[config.mk]
export PLATFORM = sky130hd
export DESIGN_NAME = dac_elem_sel_ctrl
export DESIGN_NICKNAME = d
export VERILOG_FILES = /design/src/rtl/dac_elem_sel_ctrl.sv
export SDC_FILE = /design/constraint.sdc
export NUM_CORES = 1
export LEC_CHECK = 0
export ABC_AREA = 0
export CAP_MARGIN = 40
export CORE_MARGIN = 2
export CORE_UTILIZATION = 32
export DETAILED_ROUTE_END_ITERATION = 12
export SYNTH_ARGS = -nofsm -noshare
export SYNTH_HDL_FRONTEND = slang
export SYNTH_SLANG_ARGS = --single-unit
[constraint.sdc]
create_clock -name clk -period 5.95 [get_ports clk]
set_input_delay 0.8925 -clock clk [delete_from_list [all_inputs] [get_ports clk]]
set_output_delay 0.8925 -clock clk [all_outputs]
set_load 0.02 [all_outputs]
[src/rtl/dac_elem_sel_ctrl.sv]
// rtl/dac_elem_sel_ctrl.sv - sequential max-priority unit-element selection controller
//
// Takes one sample request (count k, one priority per unit element) and then
// enables the k elements with the largest priority, one pick per clock.
//
// Ports:
//   clk        system clock, rising edge
//   rst_n      asynchronous active-low reset
//   in_valid   sample request valid
//   in_ready   controller can accept a request (IDLE)
//   in_cnt     number of elements to enable, saturated to N
//   in_pri     packed priorities, element i at [i*W +: W], unsigned
//   out_valid  selection result valid (DONE)
//   out_ready  downstream accepts result
//   out_sel    per-element enable vector, bit i = element i
//   out_cnt    number of bits set in out_sel
//   busy       state is not IDLE
module dac_elem_sel_ctrl #(
  parameter int N  = 6,
  parameter int W  = 6,
  parameter int CW = 3
) (
  input  logic            clk,
  input  logic            rst_n,
  input  logic            in_valid,
  output logic            in_ready,
  input  logic [CW-1:0]   in_cnt,
  input  logic [N*W-1:0]  in_pri,
  output logic            out_valid,
  input  logic            out_ready,
  output logic [N-1:0]    out_sel,
  output logic [CW-1:0]   out_cnt,
  output logic            busy
);

  // The comparator tree below is hand-built for exactly six elements.
  localparam int IW = 3;

  typedef enum logic [1:0] {IDLE, PICK, DONE} state_t;

  state_t           state_q, state_d;
  logic [N*W-1:0]   pri_q;
  logic [N-1:0]     mask_q;
  logic [N-1:0]     sel_q;
  logic [CW-1:0]    cnt_q;
  logic [CW-1:0]    remain_q;
  logic [CW-1:0]    k_sat;

  // Search keys: the top bit marks an unmasked element, so a masked element
  // (key 0) always loses, even against an unmasked element of priority 0.
  logic [W:0]       key [N];

  logic [W+IW:0]    n54, n32, n10, n3210, nfin;
  logic [IW-1:0]    win_idx;
  logic [N-1:0]     win_oh;

  // Node result is {key, index}. Argument a is the higher-index side, so a
  // tie keeps b and the lower index wins.
  function automatic logic [W+IW:0] cmp2(input logic [W+IW:0] a, input logic [W+IW:0] b);
    return (a[W+IW:IW] > b[W+IW:IW]) ? a : b;
  endfunction

  always_comb begin
    k_sat = (in_cnt > CW'(N)) ? CW'(N) : in_cnt;
  end

  always_comb begin
    for (int i = 0; i < N; i++) begin
      key[i] = mask_q[i] ? '0 : {1'b1, pri_q[i*W +: W]};
    end
  end

  always_comb begin
    n54     = cmp2({key[5], IW'(5)}, {key[4], IW'(4)});
    n32     = cmp2({key[3], IW'(3)}, {key[2], IW'(2)});
    n10     = cmp2({key[1], IW'(1)}, {key[0], IW'(0)});
    n3210   = cmp2(n32, n10);
    nfin    = cmp2(n54, n3210);
    win_idx = nfin[IW-1:0];
    win_oh  = N'(1) << win_idx;
  end

  always_comb begin
    state_d = state_q;
    case (state_q)
      IDLE: if (in_valid) state_d = (k_sat != '0) ? PICK : DONE;
      PICK: if (remain_q == CW'(1)) state_d = DONE;
      DONE: if (out_ready) state_d = IDLE;
      default: state_d = IDLE;
    endcase
  end

  always_ff @(posedge clk or negedge rst_n) begin
    if (!rst_n) begin
      state_q  <= IDLE;
      pri_q    <= '0;
      mask_q   <= '0;
      sel_q    <= '0;
      cnt_q    <= '0;
      remain_q <= '0;
    end else begin
      state_q <= state_d;
      case (state_q)
        IDLE: begin
          if (in_valid) begin
            pri_q    <= in_pri;
            mask_q   <= '0;
            sel_q    <= '0;
            remain_q <= k_sat;
            cnt_q    <= k_sat;
          end
        end
        PICK: begin
          mask_q   <= mask_q | win_oh;
          sel_q    <= sel_q | win_oh;
          remain_q <= remain_q - CW'(1);
        end
        default: ;
      endcase
    end
  end

  assign in_ready  = (state_q == IDLE);
  assign out_valid = (state_q == DONE);
  assign busy      = (state_q != IDLE);
  assign out_sel   = sel_q;
  assign out_cnt   = cnt_q;

endmodule
Word level (Yosys, flattened, before mapping). Cells that the tools add are included.

Flip-flop bits (word level): 56. Bits of input ports: 43. Output and inout port bits: 12. Logic and storage cells: 51.

Add/sub/neg operators: 1. Magnitude comparators: 6. Equal/unequal tests: 6. Shifts and indexed selects: 1. Muxes and demuxes: 22. Bitwise gates (word level): 2. Reductions and logical operators: 7.

Operator list (count): two-way mux 7 bit (6); two-way mux 10 bit (4); > comparator 7 bit (5); case mux 6 bit (2 select lines) (2); OR 6 bit (2); two-way mux 3 bit (3); two-way mux 2 bit (4); two-way mux 6 bit (1); case mux 2 bit (3 select lines) (1); case mux 3 bit (2 select lines) (1); << shifter 1 x 3 -> 6 bit (first input constant) (1); != test 2 bit (second input constant) (2); AND reduction 2 bit (2); nonzero test 2 bit (2); == test 3 x 1 -> 1 bit (second input constant) (1); > comparator 3 bit (second input constant) (1); AND reduction 3 bit (1); nonzero test 3 bit (1); subtractor 3 x 1 -> 3 bit (second input constant) (1); == test 2 x 1 -> 1 bit (second input constant) (1); == test 2 bit (second input constant) (1); zero test 2 bit (1); != test 2 x 1 -> 1 bit (second input constant) (1).

Longest topological paths before layout.
Word-level depth: 10. Gate-level depth with buffers: 22.

Least setup slack after synthesis. Ideal clock, no wire load.

Path kind: reg2reg. From: register mask_q[0]. To: register mask_q[1]. Data arrival time: 4.158 ns. Slack: 1.660 ns. Cell stages (with the launch flop): 21. Path through: dfrtp_1 -> nand2b_1 -> ha_1 -> nand4_1 -> a21o_1 -> a21oi_1 -> buf_2 -> nor2_1 -> a21oi_1 -> ha_1 -> a21oi_1 -> o21ai_0 -> o22ai_1 -> buf_2 -> o22ai_1 -> ha_1 -> nand4_1 -> a21oi_1 -> a2bb2oi_1 -> nand2b_1 -> o22ai_1.

Longest elaborated chain between the ends: 10.

RTL lines: from (decl) (RTL line 43) `logic [N-1:0] mask_q;`; from (signal assigned) (RTL line 114) `mask_q <= mask_q | win_oh;`; two-way mux 7 bit * (RTL line 69) `key[i] = mask_q[i] ? '0 : {1'b1, pri_q[i*W +: W]};`; > comparator 7 bit (RTL line 60) `return (a[W+IW:IW] > b[W+IW:IW]) ? a : b;`; two-way mux 10 bit * (RTL line 60); > comparator 7 bit (RTL line 60); two-way mux 10 bit * (RTL line 60); > comparator 7 bit (RTL line 60); two-way mux 3 bit * (RTL line 60); << shifter 1 x 3 -> 6 bit * (RTL line 80) `win_oh = N'(1) << win_idx;`; OR 6 bit * (RTL line 114); case mux 6 bit (2 select lines) * (RTL line 103) `case (state_q)`.

Mark *: on every way between the ends. The rest lies on a longest branch, timed or not. A chain may end at the register's enable or synchronous reset.

Worst setup path in the final report.
From: register mask_q[3]. To: register mask_q[1].

Same word-level chain as after synthesis.

==> out/metrics.csv <==
metric;value;unit
Sink Count;56;
CTS tree;built;
ANT cells;0;
fill count;1126;
Final setup viols;0;
Least-Margin Pin Slew;0.706;ns
Avg Inst Size Synth;8.34;um^2
die width;109;um
fmax;206;MHz
Arrival @ worst endpoint;5.06;ns
CP required;6.15;ns
Syn. warnings;0;
Synth area leader;dfrtp_1;
worst-path cell chain;inv_1 -> nand2_1 -> inv_1 -> ha_1 -> a211oi_2 -> nor2_1 -> o32ai_4 -> mux2i_1 -> ha_1 -> a21oi_1 -> o21ai_0 -> o22ai_1 -> buf_4 -> o21ai_0 -> o22ai_1 -> ha_1 -> a21oi_1 -> a21oi_1 -> a2bb2oi_1 -> nand2b_1 -> o22ai_1;
starting density of the core;32.8;%
reg2reg end;mask_q[1];
post-CTS sizing;0;
Tmin final;4.86;ns
Setup crit start kind;flop;
Final Cycle Share;81.7;%
CTS Root Buffer Type;clkbuf_8;
asr flop ratio synth;100;%
Initial DRC Count;149;
Total GRT Usage;14.8;%
die area;0.0120;mm^2
crit-path max cell delay;0.50;ns
top post-synthesis cells by area;dfrtp_1 (39%), nand2_1 (15%), ha_1 (13%);
Yosys cell types;39;
largest net degree at the start of global routing;57;
clock-pin slew on the worst setup and hold paths;0.11;ns
DRT Wirelength;8500;um
Port Buffers;54;
Slowest-stage cell, CP;o32ai_4;
Vias/cell;4.89;
fin. max-slew vios;0;
Final Hold Vio Count;0;
outcome;finished clean;
RSZ-0062 raised after global routing;no;
worst r2r path cells;21;
core area;0.0108;mm^2
Setup TNS;0;ns
DRC;0;
Final GP Congestion;0.847;
most common cell in the netlist;nand2_1;
ys flop type;dfrtp_1;
wire length per cell;13.7;um
number of max-cap violations;0;
number of cells on the critical path;21;
HPWL after DPL;6280;um
CTS Hold Bufs;0;
initial antenna violation count;0;
Clock Skews;0.00845;ns
Buffers & Inverters on Critical Path;3;
first-pass GRT wire length;14200;um
FF+latch count, synth;56;
CP Launch Point;mask_q[3];
Die H;109;um
RR Startpoint;mask_q[3];
Mapped Cells;426;
CP Max Fanout;16;
Fin Hold WS;0.482;ns
WS Path Type;flop to flop;
CTS buffer count;5;
Routed Antenna Nets;0;
global route overflow;0;
synth cell count leaders;nand2_1 (139), dfrtp_1 (56), ha_1 (37);
Row Count;38;
layout cells sized above 1;4.37;%
last element of the critical path;mask_q[1];
Critical Path Sink Type;flop;
P&R area growth vs syn;22.9;%
post-CTS setup buffer count;0;
H-tree depth;2;
Post-Synthesis Cell Area;0.00355;mm^2
post-synthesis sequential area ratio;39.4;%
Worst slew margin;53.0;%
io pins;55;
R2R Setup Slk;1.09;ns
Worst-Skew Late Latency;0.32;ns
Crit path max-delay family;compound AO/OA/AOI/OAI gates;
nets;560;
DR pass1 iterations;4;
Vias;3036;
clock tree buffer depth;2;
Syn Nets;506;
vias in the first global route;3047;
Min-Delay Path Class;flop to flop;
top cell type's share of synthesized area;39.4;%
Post-synth EDFFs;0;
[tightest hold or removal path, delay by kind of cell (launching register included)]
family,cells,cell delay (ns)
flip-flops,1,0.35
AND/OR/NAND/NOR,2,0.11
[through the flow]
step	setup WS (ns)	instances	area, um^2	utilization (%)
final	1.09	621	4370	40.3
after global routing	0.633	621	4370	40.3
after CTS	1.11	621	4370	40.3
after detailed placement	1.15	613	4260	39.3
after global placement	1.30	613	4260	39.3
after floorplan	1.66	426	3550	-
[area by class of cell]
class / count / area, um^2 / share of cell area (%)
Multi-Input combinational cell: 335 / 2020 / 46.2
Tap cell: 140 / 175 / 4.01
Sequential cell: 56 / 1400 / 32.1
Timing Repair Buffer: 59 / 573 / 13.1
Clock inverter: 3 / 46.3 / 1.06
Inverter: 23 / 86.3 / 1.98
Clock buffer: 5 / 68.8 / 1.57
[metal layers]
metal / GRT usage [%] / share of wire, % / vias to the layer above
met5: 0 / 0 / -
met4: 3.25 / 1.0 / 0
met3: 2.31 / 4.3 / 10
met2: 24.3 / 44 / 54
met1: 20.7 / 51 / 1436
li1: - / - / 1536
[layout by cell type (no fill, tap or decap), types with 15 or more instances in the layout]
master,instances
o21ai_0,23
nand2_1,139
ha_1,37
dfrtp_1,56
nand2b_1,18
a21oi_1,18
clkdlybuf4s50_1,53
mux2i_1,16
nor2b_1,15
inv_1,22
[worst min path at each step]
stage / startpoint / end / slack (ns) / cells after the start
floorplan: pri_q[0] / pri_q[0] / 0.44 / 2
CTS: pri_q[10] / pri_q[10] / 0.49 / 2
detailed placement: pri_q[7] / pri_q[7] / 0.46 / 2
global route: pri_q[7] / pri_q[7] / 0.51 / 2
global placement: pri_q[0] / pri_q[0] / 0.45 / 2
finish: pri_q[9] / pri_q[9] / 0.48 / 2
[logic make-up (layout without fill, tap and decap cells)]
family	Yosys count	count (layout)	synth area share, %
xor+xnor	1	1	0.246
buf+inv	35	90	3.77
simple gates	209	209	26.0
mux	16	16	4.51
fa+ha+maj	37	37	13.0
flops	56	56	39.4
compound gates	72	72	13.1
[state kept, by name, indices dropped and copies added (netlist names)]
signal / count
state_q: 2
pri_q: 36
out_sel: 6
out_cnt: 3
mask_q: 6
remain_q: 3
Power is not shown: default switching activity piles up to over one toggle a cycle in this logic, so the estimate is an artifact.
